===== src/rtl/vram_arbiter_if.sv =====
// Arbiter-side bundle: VGA timing inputs, ROM port and the secondary valid/ready read port.
// slave = arbiter, master = the surrounding system (VGA driver, ROM, secondary requester).
interface vram_arbiter_if #(
  parameter int ADDR_W = 19,
  parameter int DATA_W = 12
);
  logic [1:0]        pix_phase;
  logic [9:0]        row_addr;
  logic [9:0]        col_addr;
  logic [DATA_W-1:0] vga_data;
  logic              rom_en;
  logic [ADDR_W-1:0] rom_addr;
  logic [DATA_W-1:0] rom_data;
  logic              sec_req;
  logic [ADDR_W-1:0] sec_addr;
  logic              sec_gnt;
  logic              sec_rvalid;
  logic [DATA_W-1:0] sec_rdata;

  modport slave (
    input  pix_phase, row_addr, col_addr, rom_data, sec_req, sec_addr,
    output vga_data, rom_en, rom_addr, sec_gnt, sec_rvalid, sec_rdata
  );

  modport master (
    output pix_phase, row_addr, col_addr, rom_data, sec_req, sec_addr,
    input  vga_data, rom_en, rom_addr, sec_gnt, sec_rvalid, sec_rdata
  );
endinterface


===== src/rtl/vram_arbiter.sv =====
// Time-slot image-ROM arbiter: phase 0 belongs to VGA, every other slot to the secondary port.
// Read data returns ROM_LAT+1 edges after issue; sec_gnt is the only backpressure, sec_rvalid has none.
module vram_arbiter #(
  parameter int WIDTH   = 640,
  parameter int HEIGHT  = 480,
  parameter int ADDR_W  = 19,
  parameter int DATA_W  = 12,
  parameter int ROM_LAT = 1
) (
  input  logic           clk,
  input  logic           rst,
  vram_arbiter_if.slave  io_bus
);

  localparam int STAGES = ROM_LAT + 1;

  typedef enum logic [1:0] {
    TAG_NONE  = 2'd0,
    TAG_VGA   = 2'd1,
    TAG_BLANK = 2'd2,
    TAG_SEC   = 2'd3
  } tag_e;

  logic              w_visible;
  logic              w_phase0;
  logic              w_gnt;
  logic              w_sec_issue;
  logic              w_vga_issue;
  logic [ADDR_W-1:0] w_pix_addr;
  tag_e              w_tag_in;

  logic              r_rom_en;
  logic [ADDR_W-1:0] r_rom_addr;
  logic [DATA_W-1:0] r_vga_data;
  logic              r_sec_rvalid;
  logic [DATA_W-1:0] r_sec_rdata;
  tag_e              r_tag [STAGES];
  logic [STAGES-1:0] r_tvld;

  assign w_visible   = (int'(io_bus.row_addr) < HEIGHT) && (int'(io_bus.col_addr) < WIDTH);
  assign w_phase0    = (io_bus.pix_phase == 2'd0);
  assign w_gnt       = !w_phase0 || !w_visible;
  assign w_sec_issue = io_bus.sec_req && w_gnt;
  assign w_vga_issue = w_phase0 && w_visible;
  assign w_pix_addr  = ADDR_W'(io_bus.row_addr) * ADDR_W'(WIDTH) + ADDR_W'(io_bus.col_addr);

  // A stolen blank slot is tagged SEC only, so vga_data keeps its previous value.
  always_comb begin
    w_tag_in = TAG_NONE;
    if (w_sec_issue) begin
      w_tag_in = TAG_SEC;
    end else if (w_phase0) begin
      w_tag_in = w_visible ? TAG_VGA : TAG_BLANK;
    end
  end

  always_ff @(posedge clk or posedge rst) begin
    if (rst) begin
      r_rom_en     <= 1'b0;
      r_rom_addr   <= '0;
      r_vga_data   <= '0;
      r_sec_rvalid <= 1'b0;
      r_sec_rdata  <= '0;
      r_tvld       <= '0;
      for (int i = 0; i < STAGES; i++) begin
        r_tag[i] <= TAG_NONE;
      end
    end else begin
      if (w_sec_issue) begin
        r_rom_en   <= 1'b1;
        r_rom_addr <= io_bus.sec_addr;
      end else if (w_vga_issue) begin
        r_rom_en   <= 1'b1;
        r_rom_addr <= w_pix_addr;
      end else begin
        r_rom_en   <= 1'b0;
      end

      r_tag[0]  <= w_tag_in;
      r_tvld[0] <= (w_tag_in != TAG_NONE);
      for (int i = 1; i < STAGES; i++) begin
        r_tag[i]  <= r_tag[i-1];
        r_tvld[i] <= r_tvld[i-1];
      end

      // The tag leaving the last stage lines up with rom_data for its read.
      r_sec_rvalid <= 1'b0;
      if (r_tvld[STAGES-1]) begin
        case (r_tag[STAGES-1])
          TAG_VGA:   r_vga_data <= io_bus.rom_data;
          TAG_BLANK: r_vga_data <= '0;
          TAG_SEC: begin
            r_sec_rdata  <= io_bus.rom_data;
            r_sec_rvalid <= 1'b1;
          end
          default: ;
        endcase
      end
    end
  end

  assign io_bus.sec_gnt    = w_gnt;
  assign io_bus.rom_en     = r_rom_en;
  assign io_bus.rom_addr   = r_rom_addr;
  assign io_bus.vga_data   = r_vga_data;
  assign io_bus.sec_rvalid = r_sec_rvalid;
  assign io_bus.sec_rdata  = r_sec_rdata;

endmodule


===== src/flat_wrapper.sv =====
// flat-port wrapper written by rule: the top's interface ports become plain ports
module vram_arbiter_flat 
#(
  parameter int WIDTH   = 640,
  parameter int HEIGHT  = 480,
  parameter int ADDR_W  = 19,
  parameter int DATA_W  = 12,
  parameter int ROM_LAT = 1
)
  (clk, rst, io_bus_pix_phase, io_bus_row_addr, io_bus_col_addr, io_bus_rom_data, io_bus_sec_req, io_bus_sec_addr, io_bus_vga_data, io_bus_rom_en, io_bus_rom_addr, io_bus_sec_gnt, io_bus_sec_rvalid, io_bus_sec_rdata);
  vram_arbiter_if #(.ADDR_W(ADDR_W), .DATA_W(DATA_W)) io_bus_i ();
  input  logic clk;
  input  logic rst;
  input wire logic [$bits(io_bus_i.pix_phase)-1:0] io_bus_pix_phase;
  input wire logic [$bits(io_bus_i.row_addr)-1:0] io_bus_row_addr;
  input wire logic [$bits(io_bus_i.col_addr)-1:0] io_bus_col_addr;
  input wire logic [$bits(io_bus_i.rom_data)-1:0] io_bus_rom_data;
  input wire logic [$bits(io_bus_i.sec_req)-1:0] io_bus_sec_req;
  input wire logic [$bits(io_bus_i.sec_addr)-1:0] io_bus_sec_addr;
  output wire logic [$bits(io_bus_i.vga_data)-1:0] io_bus_vga_data;
  output wire logic [$bits(io_bus_i.rom_en)-1:0] io_bus_rom_en;
  output wire logic [$bits(io_bus_i.rom_addr)-1:0] io_bus_rom_addr;
  output wire logic [$bits(io_bus_i.sec_gnt)-1:0] io_bus_sec_gnt;
  output wire logic [$bits(io_bus_i.sec_rvalid)-1:0] io_bus_sec_rvalid;
  output wire logic [$bits(io_bus_i.sec_rdata)-1:0] io_bus_sec_rdata;
  assign io_bus_i.pix_phase = io_bus_pix_phase;
  assign io_bus_i.row_addr = io_bus_row_addr;
  assign io_bus_i.col_addr = io_bus_col_addr;
  assign io_bus_i.rom_data = io_bus_rom_data;
  assign io_bus_i.sec_req = io_bus_sec_req;
  assign io_bus_i.sec_addr = io_bus_sec_addr;
  assign io_bus_vga_data = io_bus_i.vga_data;
  assign io_bus_rom_en = io_bus_i.rom_en;
  assign io_bus_rom_addr = io_bus_i.rom_addr;
  assign io_bus_sec_gnt = io_bus_i.sec_gnt;
  assign io_bus_sec_rvalid = io_bus_i.sec_rvalid;
  assign io_bus_sec_rdata = io_bus_i.sec_rdata;
  vram_arbiter #(.WIDTH(WIDTH), .HEIGHT(HEIGHT), .ADDR_W(ADDR_W), .DATA_W(DATA_W), .ROM_LAT(ROM_LAT)) u_core (.clk(clk), .rst(rst), .io_bus(io_bus_i));
endmodule

===== config.mk =====
export PLATFORM = sky130hd
export DESIGN_NAME = vram_arbiter_flat
export DESIGN_NICKNAME = d
export VERILOG_FILES = /design/src/rtl/vram_arbiter_if.sv /design/src/rtl/vram_arbiter.sv /design/src/flat_wrapper.sv
export SDC_FILE = /design/constraint.sdc
export NUM_CORES = 1
export LEC_CHECK = 0
export ABC_AREA = 1
export BUFFER_PORTS_ARGS = -buffer_cell sky130_fd_sc_hd__buf_2
export CELL_PAD_IN_SITES_DETAIL_PLACEMENT = 1
export CELL_PAD_IN_SITES_GLOBAL_PLACEMENT = 1
export CORE_AREA = 2 2 94 96
export DETAILED_ROUTE_END_ITERATION = 6
export DIE_AREA = 0 0 96 98
export PLACE_DENSITY_LB_ADDON = 0.15
export SLEW_MARGIN = 10
export SYNTH_ARGS = -nofsm -noshare
export SYNTH_HDL_FRONTEND = slang
export SYNTH_SLANG_ARGS = --single-unit

===== constraint.sdc =====
create_clock -name clk -period 1.93 [get_ports clk]
set_input_delay 0.2895 -clock clk [delete_from_list [all_inputs] [get_ports clk]]
set_output_delay 0.2895 -clock clk [all_outputs]
set_load 0.005 [all_outputs]

==> run metrics <==
antenna violations before repair 0; most frequent cells in the layout 130 x nand2_1, 99 x buf_2, 50 x dfrtp_1; antenna viol nets, final 0; CTS H-Tree Depth 2; CP cell instances buf_8 -> ha_4 -> ha_4 -> fa_2 -> nand2_1 -> inv_1 -> nand2_2 -> nor2_4 -> nand3_2 -> nor2_4 -> nand3_2 -> nand2_1 -> nand3_1 -> nand2_1 -> nand2_1; drt total wl around 8.3 mm; syn_nets 439; DP Worst Slack -0.426 ns; maximum achievable frequency 0.513 GHz; CP startpoint kind input port; min Tclk post-route 1.95 ns; Hold/Removal Path Class input port to flop; standard-cell row count 34; I/O pin cnt between 100 and 150; CTS sink cnt 50; Initial Utilization 0.336; Setup TNS -0.0202 ns; worst skew pair latency about 0.31 ns; CTS tree done; Die Area 9410 sq um; hold_sp io_bus_rom_data[3]; Clock Tree Buf Depth 2; most frequent CP cell nand2_1; Least-Margin Pin Slew around 0.44 ns; clock share of power 0.210; Clock Skew 0.00953 ns; first-pass GRT wire length approximately 14 mm; max-slew violations 0; layout cells sized above 1 0.354; DR iter-0 viols 47; ANT cells 0; CP required approximately 2.1 ns; CTS root buf clkbuf_8; Final WS setup -0.0202 ns; period utilization 1.01; MaxCap Viol Count 0; Buf/Inv on CP 2; Vias around 2.8k; Buffers on Ports 101; Combinational Power Share 0.341; Top delay family on crit path adder cells; drt via density around 4.7; top post-synthesis cells by area dfrtp_1 44%, nand2_1 18%, ha_1 9.2%; CP peak stage delay between 0.5 and 0.6 ns; leading area contributor after synthesis dfrtp_1; post-route DRC violation count 0; Critical R2R Launch u_core.r_tag[0]$_DFF_PP0_; internal power between 0.0015 and 0.002 W; critical path launch point io_bus_row_addr[3]; status complete, but fails checks; Die Width between 90 and 100 microns; Switching Power 0.000960 W; final hold vios 0; clock slew at reported path FFs approximately 0.10 ns; Total GRT Usage 0.183; number of global-route vias before repair 2,831; unrepaired setup endpoints after global routing true; Seq pwr share 0.449; Syn Inst Count between 300 and 400; largest net degree at the start of global routing 21; final setup vio count 1; post-synthesis register bit count 50; area grow syn2layout 38.0%; Worst path slowest cell fa_2; Yosys warnings 0; VDD IR-drop max about 300 uV; post-synth top area share 0.439; Crit. End Element flop; grt ovf 0; Switching Fraction 0.332; Core ar. 8470 sq um; DRT Pass-1 Iters 4; Critical Setup Path Class input port to flop; total power after layout 0.00289 W; gpl congestion ~0.75; Leak about 2.2 nW; final core utilization 0.464; CP arrival around 2.1 ns; failing checks negative setup slack; Num CTS Buffers 5; drt wl/cell 13.8 microns; Synth cell types 29; Netlist Area Pre-Place between 2000 and 3000 sq um; die height between 90 and 100 microns; post-DP HPWL 6.76 mm; commonest non-fill, non-tap cell in the layout nand2_1; PwrDens 734 nW/um^2; Slew headroom 0.705; Syn Area/Cell approximately 7.9 sq um; layout net count roughly 570; register area share after synthesis 0.439; Max FO, Critical Path 4
path summary, 6_finish.rpt:
path	slack, ns	cells past startpoint	to
hold reg to reg	0.36	0	u_core.r_tag[1]$_DFF_PP0_
setup / recovery	-0.02	15	u_core.io_bus.rom_addr[18]$_DFFE_PP0P_
min in group asynchronous	0.51	3	u_core.io_bus.vga_data[0]$_DFFE_PP0P_
setup reg to reg	0.47	6	u_core.io_bus.vga_data[10]$_DFFE_PP0P_
max in group asynchronous	0.79	4	u_core.r_tvld[1]$_DFF_PP0_
hold / removal	0.19	3	u_core.io_bus.sec_rdata[3]$_DFFE_PP0P_
area by class of cell:
| class | instances | area, sq um |
|---|---|---|
| Fill cell | 1086 | 4530 |
| Sequential cell | 50 | 1250 |
| Clock buffer | 6 | 72.6 |
| Timing Repair Buffer | 133 | 768 |
| Inverter | 39 | 149 |
| Multi-Input combinational cell | 261 | 1540 |
| Clock inverter | 2 | 13.8 |
| Tap cell | 108 | 135 |
sequential cells by signal, summed over array words and instances, names as in the netlist:
signal                    count
u_core.io_bus.rom_en          1
u_core.io_bus.sec_rdata      12
u_core.io_bus.sec_rvalid      1
u_core.io_bus.vga_data       12
u_core.io_bus.rom_addr       19
u_core.r_tvld                 2
u_core.r_tag                  3
cell families after synthesis:
kind of cell | Yosys count | share of synthesized area
adders and majority gates | 23 | 0.106
xor gates and xnor gates | 4 | 0.0123
AOI/OAI and AO/OA | 35 | 0.0738
DFF | 50 | 0.439
and+or+nand+nor | 199 | 0.297
buffers and inverters | 49 | 0.0716
routing by layer:
layer / wire, microns / global-route usage / up-vias
met4: 58 / 0.0396 / 0
met2: 3750 / 0.292 / 67
li1: - / - / 1412
met1: 4070 / 0.263 / 1307
met5: 0 / 0 / -
met3: 396 / 0.0255 / 4
synth_stat cells:
library cell and number:
nand2_1 134, dfrtp_1 50, inv_1 37, nand3_1 34
ha_1 21, o21ai_0 17, nor2_1 13, a21oi_1 7
clkbuf_1 6, nand2_2 5, nand4_1 4, nor2_2 4
xnor2_1 4, buf_2 2, buf_6 2, fa_1 2
nand3_2 2, nand3b_1 2, o211ai_1 2, o221ai_1 2
o22ai_1 2, a41oi_2 1, inv_2 1, inv_4 1
o21a_1 1, o21ai_1 1, o21ai_2 1, o31ai_1 1
or2_1 1
repair_timing:
action	CTS	global route
hold endpoints to repair	18	0
pin swaps	10	7
buffers inserted	3	1
hold buffers	1	0
gates resized for setup	14	12
endpoints found under the setup margin	4	6
power groups by stage:
stage,logic (W),clock network [W],registers [W]
2_1_floorplan,0.000474,0,0.00133
3_3_place_gp,0.000901,0,0.00131
3_5_place_dp,0.000926,0,0.00132
4_1_cts,0.000974,0.000640,0.00130
5_1_grt,0.00113,0.000677,0.00132
6_report,0.000984,0.000607,0.00130
worst min-delay path, stage by stage:
cell and delay, ns:
buf_2 0.09, nand2_1 0.05, nand2_1 0.04
metrics by stage:
stage	hold slack [ns]	instance area [sq um]	cells
global route	0.191	3930	599
global placement	0.315	3680	586
floorplan	0.331	2890	360
CTS	0.181	3870	598
detailed placement	0.311	3680	586
finish	0.192	3930	599
No activity file was read; power rests on OpenSTA's default activity.
